`config.mk`:
```
export PLATFORM = sky130hd
export DESIGN_NAME = ex_wb_retire_pipe
export DESIGN_NICKNAME = d
export VERILOG_FILES = /design/src/rtl/ex_wb_retire_pipe_pkg.sv /design/src/rtl/ex_wb_retire_pipe_fwd.sv /design/src/rtl/ex_wb_retire_pipe.sv
export SDC_FILE = /design/constraint.sdc
export NUM_CORES = 1
export LEC_CHECK = 0
export CORE_MARGIN = 8
export CORE_UTILIZATION = 48
export DETAILED_ROUTE_END_ITERATION = 6
export PLACE_DENSITY = 0.78
export SLEW_MARGIN = 10
export SYNTH_ARGS = -nofsm -noshare
export SYNTH_HDL_FRONTEND = slang
export SYNTH_SLANG_ARGS = --single-unit
```
`constraint.sdc`:
```
create_clock -name fe_clk -period 3.3 [get_ports fe_clk]
set_clock_uncertainty 0.1 [all_clocks]
set_input_delay 0.66 -clock fe_clk [delete_from_list [all_inputs] [get_ports fe_clk]]
set_output_delay 0.66 -clock fe_clk [all_outputs]
set_load 0.005 [all_outputs]
```
`src/rtl/ex_wb_retire_pipe_pkg.sv`:
```
// Shared definitions for the execute->writeback retire pipeline.
//   NSTAGE_MAX     : largest supported number of retire stages
//   fill_sel_t     : result of the load-fill pointer search
//   oldest_pending : priority encoder picking the oldest stage awaiting load data
package ex_wb_retire_pipe_pkg;

   localparam int unsigned NSTAGE_MAX  = 4;
   localparam int unsigned STAGE_IDX_W = 2;

   typedef struct packed {
      logic                   hit;
      logic [STAGE_IDX_W-1:0] idx;
   } fill_sel_t;

   // Higher index = older stage, so the last set bit wins.
   function automatic fill_sel_t oldest_pending(input logic [NSTAGE_MAX-1:0] pend);
      fill_sel_t sel;
      sel = '0;
      for (int unsigned i = 0; i < NSTAGE_MAX; i++) begin
         if (pend[i]) begin
            sel.hit = 1'b1;
            sel.idx = STAGE_IDX_W'(i);
         end
      end
      return sel;
   endfunction

endpackage

```
`src/rtl/ex_wb_retire_pipe_fwd.sv`:
```
// Operand forwarding select for one source register.
//   i_addr / i_rf      : decode source address and regfile read data
//   i_valid/i_we/i_ok  : per-stage flags (bit 0 = youngest stage)
//   i_rd / i_data      : per-stage destination and data, flattened
//   o_operand          : forwarded operand
//   o_not_ready        : matching stage still waits for load data
module wb_fwd_select
   import ex_wb_retire_pipe_pkg::*;
#(
   parameter int unsigned NSTAGE = 2,
   parameter int unsigned AWIDTH = 5,
   parameter int unsigned DWIDTH = 32
) (
   input  logic [AWIDTH-1:0]        i_addr,
   input  logic [DWIDTH-1:0]        i_rf,
   input  logic [NSTAGE-1:0]        i_valid,
   input  logic [NSTAGE-1:0]        i_we,
   input  logic [NSTAGE-1:0]        i_ok,
   input  logic [NSTAGE*AWIDTH-1:0] i_rd,
   input  logic [NSTAGE*DWIDTH-1:0] i_data,
   output logic [DWIDTH-1:0]        o_operand,
   output logic                     o_not_ready
);

   logic hit;

   always_comb begin
      o_operand   = i_rf;
      o_not_ready = 1'b0;
      hit         = 1'b0;
      for (int unsigned k = 0; k < NSTAGE; k++) begin
         if (!hit && i_valid[k] && i_we[k] && (i_addr != '0) &&
             (i_rd[k*AWIDTH +: AWIDTH] == i_addr)) begin
            hit = 1'b1;
            if (i_ok[k]) begin
               o_operand = i_data[k*DWIDTH +: DWIDTH];
            end else begin
               o_not_ready = 1'b1;
            end
         end
      end
   end

endmodule

```
`src/rtl/ex_wb_retire_pipe.sv`:
```
// Execute->writeback retire pipeline.
//   fe_clk/fe_rst            : clock, asynchronous active-low reset
//   i_ce..i_pc               : incoming execute result
//   i_mem_valid/i_mem_data   : in-order load data return
//   i_addr_rs*/i_rf_rs*      : decode sources and regfile read data
//   o_op_rs*/o_hazard        : forwarded operands and dependency stall (comb)
//   o_mem_wait               : oldest stage waiting for load data (comb)
//   o_wb_*                   : registered regfile write port
//   o_retire_pc/o_retire_cnt : last retired pc, wrapping retire count
//   o_mem_orphan             : pulse when load data arrives with nothing pending
module ex_wb_retire_pipe
   import ex_wb_retire_pipe_pkg::*;
#(
   parameter int unsigned NSTAGE    = 2,
   parameter int unsigned AWIDTH    = 5,
   parameter int unsigned DWIDTH    = 32,
   parameter int unsigned PC_WIDTH  = 32,
   parameter int unsigned CNT_WIDTH = 16
) (
   input  logic                 fe_clk,
   input  logic                 fe_rst,
   input  logic                 i_ce,
   input  logic                 i_valid,
   input  logic                 i_flush,
   input  logic                 i_stall,
   input  logic                 i_we,
   input  logic                 i_is_load,
   input  logic [AWIDTH-1:0]    i_addr_rd,
   input  logic [DWIDTH-1:0]    i_data_rd,
   input  logic [PC_WIDTH-1:0]  i_pc,
   input  logic                 i_mem_valid,
   input  logic [DWIDTH-1:0]    i_mem_data,
   input  logic [AWIDTH-1:0]    i_addr_rs1,
   input  logic [AWIDTH-1:0]    i_addr_rs2,
   input  logic [DWIDTH-1:0]    i_rf_rs1,
   input  logic [DWIDTH-1:0]    i_rf_rs2,
   output logic [DWIDTH-1:0]    o_op_rs1,
   output logic [DWIDTH-1:0]    o_op_rs2,
   output logic                 o_hazard,
   output logic                 o_mem_wait,
   output logic                 o_wb_we,
   output logic [AWIDTH-1:0]    o_wb_addr,
   output logic [DWIDTH-1:0]    o_wb_data,
   output logic [PC_WIDTH-1:0]  o_retire_pc,
   output logic [CNT_WIDTH-1:0] o_retire_cnt,
   output logic                 o_mem_orphan
);

   localparam int unsigned IW = (NSTAGE > 1) ? $clog2(NSTAGE) : 1;

   logic [NSTAGE-1:0]   valid_q, valid_d, we_q, we_d, ok_q, ok_d;
   logic [AWIDTH-1:0]   rd_q   [NSTAGE];
   logic [AWIDTH-1:0]   rd_d   [NSTAGE];
   logic [DWIDTH-1:0]   data_q [NSTAGE];
   logic [DWIDTH-1:0]   data_d [NSTAGE];
   logic [PC_WIDTH-1:0] pc_q   [NSTAGE];
   logic [PC_WIDTH-1:0] pc_d   [NSTAGE];

   logic                 wb_we_q, wb_we_d;
   logic [AWIDTH-1:0]    wb_addr_q, wb_addr_d;
   logic [DWIDTH-1:0]    wb_data_q, wb_data_d;
   logic [PC_WIDTH-1:0]  retire_pc_q, retire_pc_d;
   logic [CNT_WIDTH-1:0] retire_cnt_q, retire_cnt_d;
   logic                 orphan_q, orphan_d;

   logic                  mem_wait, adv;
   logic [NSTAGE_MAX-1:0] pend_mask;
   fill_sel_t             fill_sel;
   logic [IW-1:0]         fill_tgt;

   always_comb begin
      mem_wait = valid_q[NSTAGE-1] && !ok_q[NSTAGE-1];
      adv      = !i_stall && !mem_wait;

      pend_mask = '0;
      for (int unsigned i = 0; i < NSTAGE; i++) begin
         pend_mask[i] = valid_q[i] && !ok_q[i];
      end
      fill_sel = oldest_pending(pend_mask);
      // The fill pointer is found on the pre-shift stages; the pending stage
      // can never be the last one while advancing, so idx+1 stays in range.
      fill_tgt = IW'(fill_sel.idx) + IW'(adv);

      valid_d = valid_q;
      we_d    = we_q;
      ok_d    = ok_q;
      rd_d    = rd_q;
      data_d  = data_q;
      pc_d    = pc_q;

      if (adv) begin
         for (int unsigned k = 1; k < NSTAGE; k++) begin
            valid_d[k] = valid_q[k-1];
            we_d[k]    = we_q[k-1];
            ok_d[k]    = ok_q[k-1];
            rd_d[k]    = rd_q[k-1];
            data_d[k]  = data_q[k-1];
            pc_d[k]    = pc_q[k-1];
         end
         valid_d[0] = i_ce && i_valid && !i_flush;
         we_d[0]    = i_we;
         ok_d[0]    = !i_is_load;
         rd_d[0]    = i_addr_rd;
         data_d[0]  = i_data_rd;
         pc_d[0]    = i_pc;
      end

      if (i_mem_valid && fill_sel.hit) begin
         data_d[fill_tgt] = i_mem_data;
         ok_d[fill_tgt]   = 1'b1;
      end
      orphan_d = i_mem_valid && !fill_sel.hit;

      wb_we_d      = 1'b0;
      wb_addr_d    = wb_addr_q;
      wb_data_d    = wb_data_q;
      retire_pc_d  = retire_pc_q;
      retire_cnt_d = retire_cnt_q;
      if (adv && valid_q[NSTAGE-1]) begin
         wb_we_d      = we_q[NSTAGE-1] && (rd_q[NSTAGE-1] != '0);
         wb_addr_d    = rd_q[NSTAGE-1];
         wb_data_d    = data_q[NSTAGE-1];
         retire_pc_d  = pc_q[NSTAGE-1];
         retire_cnt_d = retire_cnt_q + CNT_WIDTH'(1);
      end
   end

   always_ff @(posedge fe_clk or negedge fe_rst) begin
      if (!fe_rst) begin
         valid_q <= '0;
         we_q    <= '0;
         ok_q    <= '0;
         for (int unsigned k = 0; k < NSTAGE; k++) begin
            rd_q[k]   <= '0;
            data_q[k] <= '0;
            pc_q[k]   <= '0;
         end
         wb_we_q      <= 1'b0;
         wb_addr_q    <= '0;
         wb_data_q    <= '0;
         retire_pc_q  <= '0;
         retire_cnt_q <= '0;
         orphan_q     <= 1'b0;
      end else begin
         valid_q      <= valid_d;
         we_q         <= we_d;
         ok_q         <= ok_d;
         rd_q         <= rd_d;
         data_q       <= data_d;
         pc_q         <= pc_d;
         wb_we_q      <= wb_we_d;
         wb_addr_q    <= wb_addr_d;
         wb_data_q    <= wb_data_d;
         retire_pc_q  <= retire_pc_d;
         retire_cnt_q <= retire_cnt_d;
         orphan_q     <= orphan_d;
      end
   end

   logic [NSTAGE*AWIDTH-1:0] rd_flat;
   logic [NSTAGE*DWIDTH-1:0] data_flat;

   for (genvar g = 0; g < NSTAGE; g++) begin : g_flat
      assign rd_flat[g*AWIDTH +: AWIDTH]   = rd_q[g];
      assign data_flat[g*DWIDTH +: DWIDTH] = data_q[g];
   end

   logic nr_rs1, nr_rs2;

   wb_fwd_select #(.NSTAGE(NSTAGE), .AWIDTH(AWIDTH), .DWIDTH(DWIDTH)) u_fwd_rs1 (
      .i_addr      (i_addr_rs1),
      .i_rf        (i_rf_rs1),
      .i_valid     (valid_q),
      .i_we        (we_q),
      .i_ok        (ok_q),
      .i_rd        (rd_flat),
      .i_data      (data_flat),
      .o_operand   (o_op_rs1),
      .o_not_ready (nr_rs1)
   );

   wb_fwd_select #(.NSTAGE(NSTAGE), .AWIDTH(AWIDTH), .DWIDTH(DWIDTH)) u_fwd_rs2 (
      .i_addr      (i_addr_rs2),
      .i_rf        (i_rf_rs2),
      .i_valid     (valid_q),
      .i_we        (we_q),
      .i_ok        (ok_q),
      .i_rd        (rd_flat),
      .i_data      (data_flat),
      .o_operand   (o_op_rs2),
      .o_not_ready (nr_rs2)
   );

   assign o_hazard     = nr_rs1 || nr_rs2;
   assign o_mem_wait   = mem_wait;
   assign o_wb_we      = wb_we_q;
   assign o_wb_addr    = wb_addr_q;
   assign o_wb_data    = wb_data_q;
   assign o_retire_pc  = retire_pc_q;
   assign o_retire_cnt = retire_cnt_q;
   assign o_mem_orphan = orphan_q;

endmodule

```
# Yosys cells after proc, flatten, opt, wreduce, memory -nomap -nowiden
# Cells that the tools add are included.
op_classes:
  reduce_logical: 37
  muxes: 29
  eq_ne: 4
  bitwise: 2
  n_lt_le_gt_ge: 4
  add_sub_neg: 2
op_table:
  columns: ["cell", "count"]
  rows:
  - ["$mux W32", 9]
  - ["$mux W64", 2]
  - ["$bwmux W64", 1]
  - ["$demux W32 S1", 1]
  - ["$logic_and A1 B1 Y1", 24]
  - ["$eq A5 B5 Y1", 4]
  - ["$add A16 B1 Y16 const B", 1]
  - ["$reduce_bool A5 Y1", 3]
  - ["$mux W1", 11]
  - ["$logic_not A1 Y1", 9]
  - ["$mux W3", 2]
  - ["$mux W2", 2]
  - ["$ge A2 B2 Y1 const B", 1]
  - ["$lt A1 B2 Y1 const B", 1]
  - ["$lt A2 B1 Y1 const B", 1]
  - ["$not A1 Y2", 1]
  - ["$or A2 B2 Y2", 1]
  - ["$add A1 B1 Y1", 1]
  - ["$demux W1 S1", 1]
  - ["$ge A1 B1 Y1 const B", 1]
  - ["$logic_or A1 B1 Y1", 1]
totals:
  regBits: 231
  out_inout_bits: 153
  wordCells: 93

# Logic depth before layout (Yosys ltp)
logic_depth:
  ltp_word: 12
  ltp_mapped: 9
  depth_no_buf: 5

# Hierarchy
# A second synthesis with hierarchy kept.
hier_totals:
  cells_unflattened: 1322
  hier_area_um2: 10926.7
modules_own_cells:
  columns: ["module", "seq_area_each_um2", "area_each_um2", "n_inst", "cells_each"]
  rows:
  - ["ex_wb_retire_pipe", 5780.5, 9237.6, 1, 1058]
  - ["wb_fwd_select", 0.0, 844.6, 2, 132]

# Worst setup path after synthesis
# No wires, ideal clock.
synth_timing:
  path_kind: "input port to output port"
  startpoint: "input port i_addr_rs2[4]"
  endpoint: "output port o_op_rs2[21]"
  t_arrival_ns: 2.313
  path_stages: 6
  setup_slack_ns: 0.227
  cell_sequence: "xor2_1 > or3b_1 > nor4_4 > buf_6 > mux2_4 > mux2_2"
synth_between:
  elab_chain_cells: 10
  word_cells_on_any_way: 14
synth_rtl:
  columns: ["element", "line", "text"]
  rows:
  - ["start: declaration", "ex_wb_retire_pipe.sv:34", "input logic [AWIDTH-1:0] i_addr_rs2,"]
  - ["$reduce_bool A5 Y1", "ex_wb_retire_pipe_fwd.sv:32", "if (!hit && i_valid[k] && i_we[k] && (i_addr != '0) &&"]
  - ["$logic_and A1 B1 Y1 (2 in a row)", "ex_wb_retire_pipe_fwd.sv:32", null]
  - ["$mux W1", "ex_wb_retire_pipe_fwd.sv:32", null]
  - ["$logic_not A1 Y1", "ex_wb_retire_pipe_fwd.sv:32", null]
  - ["$logic_and A1 B1 Y1 (4 in a row)", "ex_wb_retire_pipe_fwd.sv:32", null]
  - ["$mux W32 (*)", "ex_wb_retire_pipe_fwd.sv:32", null]
  - ["end: declaration", "ex_wb_retire_pipe.sv:38", "output logic [DWIDTH-1:0] o_op_rs2,"]
# Every way passes the cells marked *; elsewhere a longest branch is shown, timed or not.

# Final worst setup path
layout_timing:
  startpoint: "input port i_addr_rs1[3]"
  endpoint: "output port o_op_rs1[2]"
layout_between:
  elab_chain_cells: 10
  word_cells_on_any_way: 14
layout_rtl:
  columns: ["element", "line", "text"]
  rows:
  - ["start: declaration", "ex_wb_retire_pipe.sv:33", "input logic [AWIDTH-1:0] i_addr_rs1,"]
  - ["$reduce_bool A5 Y1", "ex_wb_retire_pipe_fwd.sv:32", null]
  - ["$logic_and A1 B1 Y1 (2 in a row)", "ex_wb_retire_pipe_fwd.sv:32", null]
  - ["$mux W1", "ex_wb_retire_pipe_fwd.sv:32", null]
  - ["$logic_not A1 Y1", "ex_wb_retire_pipe_fwd.sv:32", null]
  - ["$logic_and A1 B1 Y1 (4 in a row)", "ex_wb_retire_pipe_fwd.sv:32", null]
  - ["$mux W32 (*)", "ex_wb_retire_pipe_fwd.sv:32", null]
  - ["end: declaration", "ex_wb_retire_pipe.sv:37", "output logic [DWIDTH-1:0] o_op_rs1,"]
# Marks and branches as above.

==> summary.txt <==
Synthesis
  – Post-Syn Area per Cell: 10.3 µm²
  – Syn_nets: around 1.3k
  – Post-Syn Area: 11300 µm²
  – Sequential share of the synthesized area: 0.514
  – FF+latch count, synth: between 200 and 250
  – Ys async rst share: 1.00
  – Synth unique cells: 43
  – Synth Instances: 1090
  – Synth Flop Type: dfrtp_1
  – Post-synth EDFFs: 0
  – Syn. warnings: 0

Place
  – Final Wtd Congestion: 0.875
  – Placed cells: about 1.7k
  – HPWL after detailed placement: roughly 25 mm
  – Buffers on Ports: 336
  – Placed cell areas: around 15000 µm²

STA
  – Achievable frequency: around 280 MHz
  – Fin crit period: between 3 and 4 ns
  – RSZ-0062 raised after global routing: yes
  – Fin. max-slew vios: 0
  – Rel. slew slack: 0.492
  – Final setup violation count: 64
  – Final Cycle Share: 1.10
  – Setup ws final: -0.332 ns
  – Final Hold Fails: 0
  – Hold slack: ~0.073 ns
  – Worst-Margin Slew: 0.762 ns

Setup path
  – CP Max Fanout: 6
  – CP endpoint kind: primary output
  – Reg-to-reg setup timing slack: 0.86 ns
  – CP startpoint kind: input pin
  – CP Data Arrival Time: ~2.9 ns
  – Setup CP Type: in -> out
  – WP data required: roughly 2.5 ns
  – Worst R2R Path Depth: 6

Power
  – Sw Share: 0.289
  – Gate power share: 0.282
  – Leak pwr: around 8 nW
  – PwrDens: 558 nW/µm²
  – Sequential power share: 0.437
  – Worst vdd ir: 604 µV
  – Power Internal: a little under 0.007 W
  – Sw Pwr: 0.00274 W
  – Clock Power Share: 0.281

Run
  – Max cap viols: 0

Cells and area
  – Most frequent cells in the layout: nand2_1 (367), clkdlybuf4s50_1 (260), dfrtp_1 (229), mux2_4 (111), mux2_2 (86)
  – Post-route cell area: 17000 µm²
  – Final nets: about 1.7k
  – Final non-filler cell total: 1820
  – Area grow syn2layout: 51.0%
  – Commonest non-fill, non-tap cell in the layout: nand2_1
  – Share of cells above drive strength 1: 0.281
  – Final Core Density: 0.730
  – Fillers: 1589

CTS
  – Root Driver: clkbuf_16
  – CTS Buffer Depth: 3
  – Clock transition at path regs: 0.06 ns
  – Clock Latency Late Sink: 0.51 ns
  – TritonCTS Sinks: 231
  – Hold buffer count at cts: 0
  – TritonCTS buffer count: 25
  – CTS tree: built
  – H-tree depth: 1

Global routing
  – Initial antenna violation count: 8
  – Tot GR Track Use: 0.265
  – Global-route wire length before repair: 59.6 mm
  – Largest net degree at the start of global routing: 145
  – Grt ovf: 0
  – Vias in the first global route: 10.0k

Floorplanning
  – Row Count: 56
  – I/O pins: roughly 340
  – Die width: 169 µm
  – Die area: 28600 µm²
  – Initial Util: 0.484
  – Core area: 23300 µm²
  – Die H: 169 µm

Detailed routing
  – Pre-antenna DRT Iters: 5
  – Drt initial violations: just over 700
  – Via count: 9812
  – Post-DRT Antenna Nets: 0
  – Post-Route WL: approximately 40 mm
  – DR WL/cell: 21.8 µm
  – Residual DRC count: 0
  – Routed vias/inst: 5.39

Min path
  – Worst hold path class: in -> async

Outcome
  – Outcome: finished with violations
  – Failing checks: setup timing
[registers in the layout (all words and copies together), names as in the netlist]
| name | flops |
|---|---|
| rd_flat | 10 |
| pc_q | 64 |
| o_wb_data | 32 |
| o_wb_we | 1 |
| we_q | 2 |
| o_retire_cnt | 16 |
| data_flat | 64 |
| valid_q | 2 |
| o_wb_addr | 5 |
| o_retire_pc | 32 |
| ok_q | 2 |
| o_mem_orphan | 1 |
[per-layer routing]
layer,GRT usage,routed length (µm),share of wire
met1,0.320,15700,0.40
met2,0.465,20200,0.51
met3,0.0464,2260,0.057
met4,0.102,1590,0.040
met5,0,13,0.00033
[critical path, cell delays in order]
cell             delay (ns)
clkdlybuf4s15_2        0.23
or4_4                  0.57
nor2_4                 0.15
nor4_4                 0.06
buf_6                  0.13
buf_12                 0.14
buf_6                  0.13
buf_6                  0.11
mux2_4                 0.28
mux2_4                 0.28
buf_6                  0.12
[cells by family after synthesis]
logic type | after synthesis | synth area share
compound gates | 72 | 0.0407
buf+inv | 68 | 0.0302
mux | 198 | 0.210
simple gates | 485 | 0.177
xor+xnor | 35 | 0.0272
flops | 231 | 0.514
fa+ha+maj | 1 | 0.00111
[stage by stage]
stage | setup TNS, ns | setup WS (ns) | total power, W
floorplan | 0 | 0.227 | 0.00500
global placement | -46.28 | -0.754 | 0.00665
detailed placement | -50.41 | -0.847 | 0.00674
CTS | -22.42 | -0.439 | 0.00950
global route | -20.17 | -0.379 | 0.00995
finish | -15.24 | -0.332 | 0.00949
[Yosys cell counts, drive strengths merged (2+ instances only)]
cell    count  area share
a31oi      64       0.036
nor3b       2      0.0018
nor2       72       0.026
xor2        7      0.0054
o21ai       3      0.0013
buf        36       0.020
or3b        2      0.0018
nor3        2     0.00089
xnor2      28       0.022
nand3      11      0.0053
clkbuf     31       0.010
or4         4      0.0033
nor2b       3      0.0017
nand2     371        0.12
nor4        5      0.0054
and3        4      0.0022
nand4       5      0.0028
mux2      198        0.21
dfrtp     231        0.51
[power by group through the flow]
stage / combinational (W) / sequential, W / clock (W)
after floorplan: 0.000972 / 0.00403 / 0
after global placement: 0.00253 / 0.00412 / 0
after detailed placement: 0.00259 / 0.00415 / 0
after CTS: 0.00266 / 0.00413 / 0.00272
after global routing: 0.00286 / 0.00423 / 0.00285
final: 0.00268 / 0.00415 / 0.00266
[layout make-up]
class | count | area (µm²) | share of cell area
Clock buffer | 37 | 701 | 0.0412
Antenna cell | 8 | 20.0 | 0.00118
Multi-Input combinational cell | 791 | 5530 | 0.325
Sequential cell | 231 | 5780 | 0.340
Timing Repair Buffer | 425 | 4480 | 0.264
Inverter | 1 | 3.75 | 0.000221
Clock inverter | 8 | 70.1 | 0.00412
Tap cell | 319 | 399 | 0.0235
[path summary, 6_finish.rpt]
check / start / end
max: i_addr_rs1[3] / o_op_rs1[2]
min: fe_rst / o_retire_pc[14]$_DFFE_PN0P_
max reg2reg: valid_q[1]$_DFFE_PN0P_ / data_flat[52]$_DFF_PN0_
min reg2reg: pc_q[57]$_DFFE_PN0P_ / pc_q[25]$_DFFE_PN0P_
max in group asynchronous: fe_rst / o_wb_data[12]$_DFFE_PN0P_
min in group fe_clk: pc_q[57]$_DFFE_PN0P_ / pc_q[25]$_DFFE_PN0P_
[timing repair]
action | CTS | global route
endpoints found under the hold margin | 0 | 0
cloned | 6 | 1
resized for setup | 424 | 40
setup buffers | 28 | 15
pin swaps | 8 | 10
setup endpoints to repair | 65 | 65
Power figures use the tool's default switching activity.
